File: src/rtl/sram_arbiter.sv
// Single-port 512Kx8 SRAM sequencer shared by the CPU strobes and the loader; CPU wins ties.
// Access takes ACCESS_CYCLES+2 clocks (ACC phase, DONE hold, IDLE); the loader holds ldReq until ldAck.
module sram_arbiter #(
  parameter int ACCESS_CYCLES = 2
) (
  input  logic        clock,
  input  logic        reset,
  input  logic        cpuRd,
  input  logic        cpuWr,
  input  logic [18:0] cpuA,
  input  logic [7:0]  cpuD,
  output logic [7:0]  cpuQ,
  input  logic        ldReq,
  input  logic        ldWr,
  input  logic [18:0] ldA,
  input  logic [7:0]  ldD,
  output logic [7:0]  ldQ,
  output logic        ldAck,
  output logic [18:0] sramA,
  output logic [7:0]  sramDo,
  input  logic [7:0]  sramDi,
  output logic        sramDoe,
  output logic        sramOe,
  output logic        sramWe
);

  typedef enum logic [1:0] {IDLE, ACC, DONE} state_t;

  localparam logic [3:0] ACC_LAST = 4'(ACCESS_CYCLES);

  state_t      state, state_nx;
  logic        owner_ld;
  logic        dir_wr;
  logic [3:0]  cnt;
  logic        prev_rd, prev_wr;
  logic        cpu_pend, cpu_pend_wr;
  logic [18:0] cpu_addr;
  logic [7:0]  cpu_data;

  logic        rd_edge, wr_edge, cpu_req;
  logic        grant_cpu, grant_ld, acc_last;
  logic        acc_wr;
  logic [18:0] acc_addr;
  logic [7:0]  acc_data;

  always_comb begin
    rd_edge   = cpuRd & ~prev_rd;
    wr_edge   = cpuWr & ~prev_wr;
    cpu_req   = cpu_pend | rd_edge | wr_edge;
    acc_last  = (cnt == ACC_LAST);
    grant_cpu = 1'b0;
    grant_ld  = 1'b0;
    state_nx  = state;
    case (state)
      IDLE: begin
        if (cpu_req) begin
          grant_cpu = 1'b1;
          state_nx  = ACC;
        end else if (ldReq) begin
          grant_ld = 1'b1;
          state_nx = ACC;
        end
      end
      ACC:     if (acc_last) state_nx = DONE;
      DONE:    state_nx = IDLE;
      default: state_nx = IDLE;
    endcase
  end

  // A fresh edge in IDLE is served straight from the live bus; otherwise the latched copy.
  always_comb begin
    acc_wr   = ldWr;
    acc_addr = ldA;
    acc_data = ldD;
    if (grant_cpu) begin
      acc_wr   = cpu_pend ? cpu_pend_wr : wr_edge;
      acc_addr = cpu_pend ? cpu_addr    : cpuA;
      acc_data = cpu_pend ? cpu_data    : cpuD;
    end
  end

  always_ff @(posedge clock) begin
    if (!reset) state <= IDLE;
    else        state <= state_nx;
  end

  always_ff @(posedge clock) begin
    if (!reset) begin
      prev_rd     <= 1'b1;
      prev_wr     <= 1'b1;
      cpu_pend    <= 1'b0;
      cpu_pend_wr <= 1'b0;
      cpu_addr    <= '0;
      cpu_data    <= '0;
      owner_ld    <= 1'b0;
      dir_wr      <= 1'b0;
      cnt         <= '0;
      sramA       <= '0;
      sramDo      <= '0;
      sramDoe     <= 1'b0;
      sramOe      <= 1'b1;
      sramWe      <= 1'b1;
      cpuQ        <= 8'hFF;
      ldQ         <= '0;
      ldAck       <= 1'b0;
    end else begin
      prev_rd <= cpuRd;
      prev_wr <= cpuWr;
      ldAck   <= 1'b0;

      if (grant_cpu) begin
        cpu_pend <= 1'b0;
      end else if ((rd_edge | wr_edge) && !cpu_pend) begin
        cpu_pend    <= 1'b1;
        cpu_pend_wr <= wr_edge;
        cpu_addr    <= cpuA;
        cpu_data    <= cpuD;
      end

      case (state)
        IDLE: begin
          if (grant_cpu || grant_ld) begin
            owner_ld <= grant_ld;
            dir_wr   <= acc_wr;
            sramA    <= acc_addr;
            sramDo   <= acc_data;
            sramDoe  <= acc_wr;
            sramOe   <= acc_wr;
            sramWe   <= 1'b1;
            cnt      <= 4'd1;
          end
        end
        ACC: begin
          cnt <= cnt + 4'd1;
          if (acc_last) begin
            sramOe <= 1'b1;
            sramWe <= 1'b1;
            ldAck  <= owner_ld;
            if (!dir_wr) begin
              if (owner_ld) ldQ  <= sramDi;
              else          cpuQ <= sramDi;
            end
          end else if (dir_wr) begin
            // First ACC cycle is address setup; WE drops for the remaining ones.
            sramWe <= 1'b0;
          end
        end
        DONE:    sramDoe <= 1'b0;
        default: ;
      endcase
    end
  end

endmodule

File: config.mk
export PLATFORM = sky130hd
export DESIGN_NAME = sram_arbiter
export DESIGN_NICKNAME = d
export VERILOG_FILES = /design/src/rtl/sram_arbiter.sv
export SDC_FILE = /design/constraint.sdc
export NUM_CORES = 1
export LEC_CHECK = 0
export ABC_AREA = 0
export CAP_MARGIN = 25
export CORE_MARGIN = 2
export CORE_UTILIZATION = 51
export DETAILED_ROUTE_END_ITERATION = 7
export MAX_ROUTING_LAYER = met4
export PLACE_DENSITY = 0.83
export SLEW_MARGIN = 20
export SYNTH_ARGS = -nofsm -noshare
export SYNTH_HDL_FRONTEND = slang
export SYNTH_SLANG_ARGS = --single-unit
File: constraint.sdc
create_clock -name clock -period 5.3 [get_ports clock]
set_input_delay 1.59 -clock clock [delete_from_list [all_inputs] [get_ports clock]]
set_output_delay 1.59 -clock clock [all_outputs]
set_load 0.01 [all_outputs]
# Word-level counts from Yosys, hierarchy flattened
# Index checks and enable logic that the tools add are counted.
totals:
  word_cells: 79
  ff_bits: 86
op_classes:
  addsub: 1
  bitwise_logic: 11
  reduce_logical: 17
  n_eq_ne: 7
  mux: 25
ops:
  columns: ["operator", "n"]
  rows:
  - ["19-bit two-way mux", 2]
  - ["8-bit two-way mux", 2]
  - ["1-bit two-way mux", 12]
  - ["2-bit AND reduction", 5]
  - ["3-bit AND reduction", 3]
  - ["4-bit case mux with 2 select lines", 1]
  - ["4-bit AND reduction", 2]
  - ["2-bit two-way mux", 3]
  - ["3-bit != test (second input constant)", 2]
  - ["1-bit inverter", 6]
  - ["1-bit case mux with 2 select lines", 3]
  - ["4-bit by 1-bit adder with 4-bit output (second input constant)", 1]
  - ["4-bit by 2-bit == test with 1-bit output (second input constant)", 1]
  - ["4-bit two-way mux", 1]
  - ["2-bit != test (second input constant)", 2]
  - ["2-bit case mux with 2 select lines", 1]
  - ["2-bit nonzero test", 2]
  - ["1-bit OR", 3]
  - ["1-bit bitwise AND", 2]
  - ["2-bit by 1-bit == test with 1-bit output (second input constant)", 1]
  - ["2-bit == test (second input constant)", 1]
  - ["2-bit logical NOT", 1]
  - ["2-bit OR reduction", 1]
  - ["1-bit logical AND", 1]
  - ["other kinds (2)", 2]

# Logic depth before layout (Yosys ltp)
# Gate-level depths: netlist (run 1).
depth:
  depth_word: 9
  mapped_depth: 7

# Worst setup path before layout (run 1)
# Ideal clock, no wire load.
synth_path:
  path_kind: "in2reg"
  start: "input port cpuWr"
  end: "register sramA[12]"
  arrival_time_ps: 2649
  path_slack_ps: 2532
  path_stages: 5
  setup_time_ps: 119
  cell_sequence: "nor2b_1 > nor3_2 > buf_2 > mux2i_1 > o221a_2"
synth_via:
  elab_chain_len: 6
  elab_cells_between_ends: 9
synth_rtl:
  columns: ["element", "line_no", "text"]
  rows:
  - ["start: declaration", "9", "input logic cpuWr,"]
  - ["1-bit bitwise AND *", "48", "wr_edge = cpuWr & ~prev_wr;"]
  - ["1-bit OR *", "49", "cpu_req = cpu_pend | rd_edge | wr_edge;"]
  - ["1-bit two-way mux", "56", "if (cpu_req) begin"]
  - ["1-bit two-way mux", "54", "case (state)"]
  - ["1-bit logical OR", "122", "if (grant_cpu || grant_ld) begin"]
  - ["2-bit AND reduction (no line)", null, null]
  - ["end signal: assignment", "125", "sramA <= acc_addr;"]
  - ["end: declaration", "19", "output logic [18:0] sramA,"]
# Mark *: on every way between the ends. The rest lies on a longest branch, timed or not.
# A chain may end at the register's enable or synchronous reset.

# Worst setup path after layout (run 1)
layout_path:
  start: "input port ldReq"
  end: "register sramA[17]"
layout_via:
  elab_chain_len: 5
layout_rtl:
  columns: ["element", "line_no", "text"]
  rows:
  - ["start: declaration", "13", "input logic ldReq,"]
  - ["1-bit two-way mux", "59", "end else if (ldReq) begin"]
  - ["1-bit two-way mux", "56", null]
  - ["1-bit two-way mux", "54", null]
  - ["1-bit logical OR", "122", null]
  - ["2-bit AND reduction (no line)", null, null]
# No other way between the ends.

==> flow_metrics.tcl, run 1 <==
set metrics [dict create \
    cts_repair_resize_count 0 \
    rsz0062_at_grt "false" \
    drtPass1Iterations 4 \
    die_area_sq_um 8339 \
    ir_drop_v 0.0001794 \
    drive_above_1_share_pct 10.81 \
    fmax_ghz 0.3079 \
    clock_sinks 86 \
    design.portCount 115 \
    postLayoutSetupSlackWorst_ns 2.052 \
    synthCells 416 \
    dp_hpwl_um 6428 \
    cap_violations 0 \
    synthFlopType "dfxtp_1" \
    fill_cells 543 \
    p_per_area_nw_per_um2 271.6 \
    grt_max_degree 53 \
    synth_edf_count 0 \
    async_reset_ff_share_pct 0 \
    status "complete, no violations" \
    syn_nets 486 \
    drv_slew 0 \
    grt_pass1_vias 3307 \
    syn_to_final_growth_pct 34.91 \
    slew_headroom_pct 35.43 \
    cts_hold_buffers 0 \
    fin_crit_sh_pct 61.28 \
    grt_usage_pct 24.26 \
    drc_errors 0 \
    num_vias 3371 \
    numPortBuffers 114 \
    period_minus_slack_ns 3.248 \
    worst_ep_required_time_ns 5.59 \
    hold_viol_final 0 \
    worst_setup_path_end_kind "flop" \
    tritoncts "done" \
    netlist_area_sq_um 3889 \
    post_drt_wl_per_cell_um 15.71 \
    post_cts_buffers 0 \
    clk_latency_ns 0.35 \
    ant_nets 0 \
    yosys_register_bits 86 \
    start_util_pct 53.05 \
    place_congestion 0.7843 \
    critPathKind "in2reg" \
    fin_cells 617 \
    clk_pin_slew_worst_paths_ns 0.08 \
    final_cell_mix "clkdlybuf4s50_1, dfxtp_1, nand2_1" \
    setup_viol 0 \
    core_area_sq_um 7331 \
    start_kind "primary input" \
    place_inst 600 \
    row_count 31 \
    via_per_inst 5.464 \
    nets 583 \
    tightest_slew_ns 0.9686 \
    dieWidth_um 91.32 \
    die_h_um 91.32 \
    yosys_warnings 0 \
    p_leak_nw 2.057 \
    cts.htree.levels 3 \
    ys_types 38 \
    final_common_cell "clkdlybuf4s50_1" \
    clockBufferDepth 2 \
    crit_arrival_ns 3.54 \
    tns_ns 0 \
    hold_path.class "reg2reg" \
    antenna_found_initial 0 \
    drtIter0Drc 137 \
    wl_um 9690 \
    grt.overflow.total 0 \
    antenna_cells 0 \
    syn_avg_cell_area_sq_um 9.348 \
    cts_inserted_buffers 9 \
    pre_cts_ws_ns 1.674 \
    clockRootBuffer "clkbuf_8" \
    skew_ns 0.006752 \
    grt_pass1_wl_um 15900 \
    path_max_fanout 28 \
    ys_seq_area_share_pct 44.27 \
]
## worst paths after layout
kind	from	end	slack (ns)	cells past startpoint
worst min-delay path	cpu_addr[17]$_SDFFE_PN0P_	cpu_addr[17]$_SDFFE_PN0P_	0.46	2
worst max-delay path	ldReq	sramA[17]$_SDFFE_PN0P_	2.05	4
worst min register to register	cpu_addr[17]$_SDFFE_PN0P_	cpu_addr[17]$_SDFFE_PN0P_	0.46	2
worst max register to register	cnt[0]$_SDFFE_PN0P_	cpuQ[0]$_SDFFE_PN1P_	3.17	6
## worst max-delay path, stage by stage
cell and delay (ns):
clkdlybuf4s50_1 0.58, inv_2 0.27, a21oi_4 0.75, o221a_2 0.33
## per-stage QoR
stage               util, %  hold slack [ns]  instance area, sq um  total power, mW
floorplan                 -           0.4347                  3889           0.8694
global placement      68.54           0.4408                  5025           0.9995
detailed placement    68.75           0.4506                  5040            1.006
CTS                   71.29           0.4638                  5226            1.430
global route          71.57           0.4749                  5246            1.485
finish                71.57           0.4606                  5246            1.425
## kinds of logic (layout without fill, tap and decap cells)
logic type      after synthesis  in the layout  synth area share, %
fa+ha+maj                     2              2               0.6434
buf+inv                      37            139                4.343
compound gates               82             82                17.99
simple gates                145            145                16.25
flops                        86             86                44.27
mux                          64             64                16.51
## Yosys cell counts (all sizes together) (3+ instances only)
cell | number | area share [%]
nand3 | 10 | 1.3
o221a | 27 | 7.8
buf | 16 | 2.3
nor3 | 3 | 0.51
inv | 4 | 0.39
a21oi | 6 | 1.1
mux2i | 63 | 16
nand2b | 5 | 0.80
nor2b | 6 | 0.97
nor2 | 35 | 3.4
clkbuf | 17 | 1.6
dfxtp | 86 | 44
o21ai | 13 | 1.7
nand2 | 75 | 7.2
a21boi | 28 | 5.4
## state kept, by name, indices dropped and copies added (netlist names), 2 cells and up
register  count
sramDo        8
cnt           4
cpu_data      8
state         2
cpuQ          8
cpu_addr     19
ldQ           8
sramA        19
## routing by layer
metal	track usage [%]	vias to the layer above	part of all wire, %
met5	-	-	0
met4	7.702	0	1.5
met3	4.813	14	5.9
met2	38.21	103	46
met1	31.54	1598	46
li1	-	1656	-
## report_power, final
group | internal, mW | switching [mW] | total, mW
registers | 0.685 | 0.0268 | 0.711
clock network | 0.208 | 0.223 | 0.431
logic | 0.158 | 0.125 | 0.283
## cell type report
class                   count  area (sq um)  area share, %
repair buffers            119          1194          22.75
clock buffers              13         168.9          3.220
flip-flops and latches     86          1723          32.84
inverters                   4         15.01         0.2862
multi-input cells         293          2004          38.21
well taps                  99         123.9          2.361
clock inverters             3         17.52         0.3339
Note: power is estimated with default switching activity, not from simulation.
==> inputs of run 2 (changes only) <==
--- a/config.mk
+++ b/config.mk
@@ -8,10 +8,10 @@
 export ABC_AREA = 0
 export CAP_MARGIN = 25
 export CORE_MARGIN = 2
-export CORE_UTILIZATION = 51
+export CORE_UTILIZATION = 47
 export DETAILED_ROUTE_END_ITERATION = 7
 export MAX_ROUTING_LAYER = met4
-export PLACE_DENSITY = 0.83
+export PLACE_DENSITY = 0.78
 export SLEW_MARGIN = 20
 export SYNTH_ARGS = -nofsm -noshare
 export SYNTH_HDL_FRONTEND = slang
==> constraint.sdc (replaced) <==
create_clock -name clock -period 3.27 [get_ports clock]
set_input_delay 0.981 -clock clock [delete_from_list [all_inputs] [get_ports clock]]
set_output_delay 0.981 -clock clock [all_outputs]
set_load 0.01 [all_outputs]
==> run 2 against run 1 <==
Compared with the run above: clock skew up 0.0049 ns; count of clock-buffer cells in the layout shrank 2; wire length rose by 0.88%; die area up 8.1%; register-to-register slack lost 2.0 ns; cell area rose by 1.3%; combinational power is 65% higher; core utilization fell by 6.2 points; sequential share of layout area down 0.43 points; via count barely moved; clock power increased by 79%; global-route usage decreased by 1.3 points; largest cell class unchanged.
==> flow_metrics.tcl, run 2 (synthesis gave the netlist of run 1 again) <==
set metrics [dict create \
    final_cell_mix "clkdlybuf4s50_1, dfxtp_1, nand2_1" \
    cts.htree.levels 3 \
    drc_errors 0 \
    place_area_sq_um 5107 \
    via_per_inst 5.387 \
    clk_latency_ns 0.35 \
    clock_sinks 86 \
    worst_setup_path_end_kind "flop" \
    clockRootBuffer "clkbuf_8" \
    clk_pin_slew_worst_paths_ns 0.09 \
    r2r-start "cnt[1]$_SDFFE_PN0P_" \
    place_congestion 0.8489 \
    setup_viol 0 \
    clockBufferDepth 2 \
    r2r_end "cpuQ[1]$_SDFFE_PN1P_" \
    dp_hpwl_um 6686 \
    crit_arrival_ns 2.65 \
    tritoncts "done" \
    skew_ns 0.01162 \
    min_path_cells 2 \
    p_leak_nw 2.082 \
    drtIter0Drc 166 \
    critPathKind "in2reg" \
    worst_ep_required_time_ns 3.56 \
    start_kind "primary input" \
    antenna_cells 0 \
    numPortBuffers 114 \
    reg2reg_depth 5 \
    grt_max_degree 45 \
    hp-start "cpu_data[7]$_SDFFE_PN0P_" \
    cts_repair_resize_count 0 \
    postLayoutSetupSlackWorst_ns 0.9116 \
    cap_violations 0 \
    design.portCount 115 \
    drv_slew 0 \
    regArea_sq_um 1723 \
    min_to "cpu_data[7]$_SDFFE_PN0P_" \
    finalPower_mw 2.393 \
    start_util_pct 47.81 \
    rrSetupSlack_ns 1.18 \
    final_common_cell "clkdlybuf4s50_1" \
    ant_nets 0 \
    grt_pass1_vias 3197 \
    fmax_ghz 0.4240 \
    post_drt_wl_per_cell_um 15.62 \
    slew_headroom_pct 53.92 \
    tns_ns 0 \
    grt_pass1_wl_um 15630 \
    multi_input_area_sq_um 2004 \
    antenna_found_initial 0 \
    period_minus_slack_ns 2.358 \
    wl_um 9775 \
    grt.overflow.total 0 \
    ir_drop_v 0.0002149 \
    hold_path.class "reg2reg" \
    dieWidth_um 94.96 \
    post_cts_buffers 0 \
    cts_hold_buffers 0 \
    whs_ns 0.4609 \
    p_per_area_nw_per_um2 450.0 \
    tightest_slew_ns 0.6913 \
    syn_to_final_growth_pct 36.71 \
    rsz0062_at_grt "false" \
    status "complete, no violations" \
    hold_viol_final 0 \
    grt_usage_pct 22.91 \
    num_vias 3372 \
    die_h_um 94.96 \
    final_area_sq_um 5316 \
    fill_cells 674 \
    nets 586 \
    path_max_fanout 30 \
    largestRegisters "cpu_addr: 19 flops, sramA: 19 flops" \
    pre_cts_ws_ns 0.5896 \
    drtPass1Iterations 5 \
    cts_inserted_buffers 9 \
    fin_crit_sh_pct 72.12 \
    drive_above_1_share_pct 11.52 \
    row_count 33 \
    die_area_sq_um 9017 \
    core_area_sq_um 8134 \
]
run 2: report_power, final:
group / switching (mW) / total (mW) / internal (mW)
logic: 0.202 / 0.467 / 0.265
registers: 0.0451 / 1.15 / 1.11
clock network: 0.378 / 0.771 / 0.394
total: 0.625 / 2.39 / 1.77
run 2: worst max-delay path, stage by stage:
cell and delay, ns:
clkdlybuf4s50_1 0.45, nor2b_1 0.20, nor3_4 0.29, buf_12 0.27, mux2i_1 0.23, o221a_2 0.20
run 2: worst max path at each step:
stage | start | endpoint | slack (ns) | cells past startpoint
2_1_floorplan | cpuWr | sramA[12]$_SDFFE_PN0P_ | 1.11 | 5
3_3_place_gp | cpuWr | sramDo[5]$_SDFFE_PN0P_ | 0.61 | 6
3_5_place_dp | ldReq | sramA[14]$_SDFFE_PN0P_ | 0.59 | 5
4_1_cts | cpuWr | sramA[13]$_SDFFE_PN0P_ | 0.94 | 6
5_1_grt | cpuWr | sramA[14]$_SDFFE_PN0P_ | 0.85 | 6
6_report | cpuWr | sramA[13]$_SDFFE_PN0P_ | 0.91 | 6
run 2: per-stage QoR:
| step | std cells | util [%] |
|---|---|---|
| 2_1_floorplan | 416 | - |
| 3_3_place_gp | 610 | 62.79 |
| 3_5_place_dp | 610 | 62.79 |
| 4_1_cts | 626 | 65.36 |
| 5_1_grt | 626 | 65.36 |
| 6_report | 626 | 65.36 |
run 2: layout make-up:
| class | count | area share [%] |
|---|---|---|
| timing repair buffer | 122 | 23.21 |
| sequential | 86 | 32.41 |
| clock buffer | 11 | 2.848 |
| multi-input combinational | 293 | 37.70 |
| inverter | 4 | 0.2824 |
| tap | 105 | 2.471 |
| clock inverter | 5 | 1.083 |
run 2: routing by layer:
layer | vias up | global-route usage, % | wire length [um]
met2 | 97 | 37.35 | 4864
met3 | 10 | 3.192 | 423
met4 | 0 | 6.522 | 99
met5 | - | - | 0
met1 | 1604 | 29.79 | 4388
li1 | 1661 | - | -
==> inputs of run 3 (changes only) <==
--- a/config.mk
+++ b/config.mk
@@ -8,10 +8,10 @@
 export ABC_AREA = 0
 export CAP_MARGIN = 25
 export CORE_MARGIN = 2
-export CORE_UTILIZATION = 47
+export CORE_UTILIZATION = 43
 export DETAILED_ROUTE_END_ITERATION = 7
 export MAX_ROUTING_LAYER = met4
-export PLACE_DENSITY = 0.78
+export PLACE_DENSITY = 0.75
 export SLEW_MARGIN = 20
 export SYNTH_ARGS = -nofsm -noshare
 export SYNTH_HDL_FRONTEND = slang
==> constraint.sdc (replaced) <==
create_clock -name clock -period 2 [get_ports clock]
set_input_delay 0.6 -clock clock [delete_from_list [all_inputs] [get_ports clock]]
set_output_delay 0.6 -clock clock [all_outputs]
set_load 0.01 [all_outputs]
==> run 3 against run 2 <==
Compared with the run above: register-to-register slack got worse by 1.1 ns; core utilization fell by 2.4 points; hold slack worse by 0.0035 ns; non-clock buffer count up 20; largest cell class unchanged; largest power group unchanged.
==> flow_metrics.tcl, run 3 (synthesis gave the netlist of run 1 again) <==
set metrics [dict create \
    final_cell_mix "clkdlybuf4s50_1, dfxtp_1, nand2_1" \
    cts.htree.levels 3 \
    final_util_pct 62.92 \
    fin_cells 649 \
    nets 606 \
    critPathTopFamily "simple AND/OR/NAND/NOR gates" \
    path_depth 7 \
    via_per_inst 5.291 \
    wl_met3_um 581 \
    crit_chain "inv_4, ha_4, or3b_4, or4_4, buf_8, mux2i_1, nand2_1" \
    antenna_found_initial 0 \
    dp_hpwl_um 7155 \
    skew_ns 0.006407 \
    syn_to_final_growth_pct 41.80 \
    crit_arrival_ns 2.18 \
    grt_pass1_vias 3370 \
    die_area_sq_um 9820 \
    tightest_slew_ns 0.3677 \
    fill_cells 746 \
    critPathBufInv 2 \
    drv_slew 0 \
    reg2reg_depth 7 \
    dieWidth_um 99.10 \
    top_layer_used "met4" \
    final_common_cell "clkdlybuf4s50_1" \
    largestRegisters "cpu_addr: 19 flops, sramA: 19 flops" \
    numPortBuffers 114 \
    path_max_fanout 8 \
    p_per_area_nw_per_um2 730.1 \
    r2r-start "cnt[0]$_SDFFE_PN0P_" \
    hold_viol_final 0 \
    hold_path.class "reg2reg" \
    clk_pin_slew_worst_paths_ns 0.08 \
    drtIter0Drc 154 \
    fmax_ghz 0.5133 \
    cts_hold_buffers 0 \
    tns_ns 0 \
    setup_viol 0 \
    drc_errors 0 \
    cap_violations 0 \
    period_minus_slack_ns 1.948 \
    core_area_sq_um 8763 \
    critical-path-max-stage-delay_ns 0.50 \
    whs_ns 0.4574 \
    grt_pass1_wl_um 16200 \
    worst_setup_path_end_kind "flop" \
    ant_nets 0 \
    post_drt_wl_per_cell_um 15.39 \
    m1WireLength_um 4389 \
    worst_ep_required_time_ns 2.23 \
    die_h_um 99.10 \
    clockBufferDepth 2 \
    wl_um 9990 \
    clockRootBuffer "clkbuf_8" \
    rsz0062_at_grt "true" \
    dr_wl_met2_um 4902 \
    grt_usage_pct 21.14 \
    tritoncts "done" \
    clock_sinks 86 \
    num_vias 3434 \
    design.portCount 115 \
    min_path_cells 2 \
    slew_headroom_pct 75.39 \
    r2r_end "cpuQ[6]$_SDFFE_PN1P_" \
    grt.overflow.total 0 \
    place_inst 631 \
    status "complete, no violations" \
    drtPass1Iterations 4 \
    crit_end "cpuQ[6]$_SDFFE_PN1P_" \
    start_kind "flop" \
    rrSetupSlack_ns 0.05 \
    critPathKind "reg2reg" \
    clk_latency_ns 0.35 \
    startpoint "cnt[0]$_SDFFE_PN0P_" \
    cts_inserted_buffers 9 \
    row_count 34 \
    grt_max_degree 53 \
    place_congestion 0.7826 \
    start_util_pct 44.37 \
    fin_crit_sh_pct 97.40 \
    p_leak_nw 2.191 \
    antenna_cells 0 \
    ir_drop_v 0.0004222 \
    worst_path_max_delay_cell "or4_4" \
    drive_above_1_share_pct 15.71 \
]
-- run 3: changes by cell type in the layout (fill, tap and decap cells not counted), sizes merged --
cell and change:
clkinvlp -3, clkbuf +1, clkinv +1, bufinv +1
buf +20
-- run 3: worst register-to-register path, delay by kind of cell (launching register included) --
| family | cells | cell delay (ns) |
|---|---|---|
| muxes | 1 | 0.17 |
| DFF | 1 | 0.36 |
| and+or+nand+nor | 3 | 0.96 |
| buffers and inverters | 2 | 0.21 |
| adders and majority gates | 1 | 0.12 |
-- run 3: worst min path at each step --
stage / start / slack [ns] / end
floorplan: cpu_addr[14]$_SDFFE_PN0P_ / 0.43 / cpu_addr[14]$_SDFFE_PN0P_
global placement: cpu_addr[16]$_SDFFE_PN0P_ / 0.44 / cpu_addr[16]$_SDFFE_PN0P_
detailed placement: cpu_addr[14]$_SDFFE_PN0P_ / 0.45 / cpu_addr[14]$_SDFFE_PN0P_
CTS: cpu_addr[14]$_SDFFE_PN0P_ / 0.46 / cpu_addr[14]$_SDFFE_PN0P_
global route: cpu_addr[8]$_SDFFE_PN0P_ / 0.49 / cpu_addr[8]$_SDFFE_PN0P_
finish: cpu_addr[14]$_SDFFE_PN0P_ / 0.46 / cpu_addr[14]$_SDFFE_PN0P_
-- run 3: through the flow --
| stage | power (mW) | setup WS, ns | area (sq um) |
|---|---|---|---|
| floorplan | 2.304 | 0.2225 | 3889 |
| global placement | 2.700 | -0.2482 | 5246 |
| detailed placement | 2.718 | -0.3055 | 5246 |
| CTS | 4.045 | 0.06083 | 5461 |
| global route | 4.212 | -0.03272 | 5514 |
| finish | 4.026 | 0.05201 | 5514 |
-- run 3: final cells by class --
type | instances | area [sq um] | area share, %
repair buffers | 142 | 1391 | 25.23
inverters | 4 | 17.52 | 0.3177
multi-input cells | 293 | 2027 | 36.76
clock inverters | 4 | 70.07 | 1.271
well taps | 108 | 135.1 | 2.451
flip-flops and latches | 86 | 1728 | 31.34
clock buffers | 12 | 145.1 | 2.632
-- run 3: what timing repair did --
action                                  4_1_cts  5_1_grt
resized for setup                             0       12
endpoints found under the setup margin        0       15
buffers inserted                              0        2
-- run 3: power breakdown --
group          total [mW]  switching (mW)  leakage (nW)  internal (mW)
Combinational       0.813           0.348          1.38          0.466
Sequential           1.88          0.0664         0.705           1.81
Clock                1.33           0.596         0.110          0.735
-- run 3: routing by layer --
metal / vias up / track usage (%)
met5: - / -
met4: 0 / 5.163
met3: 9 / 5.481
met2: 106 / 33.73
met1: 1617 / 26.98
li1: 1702 / -
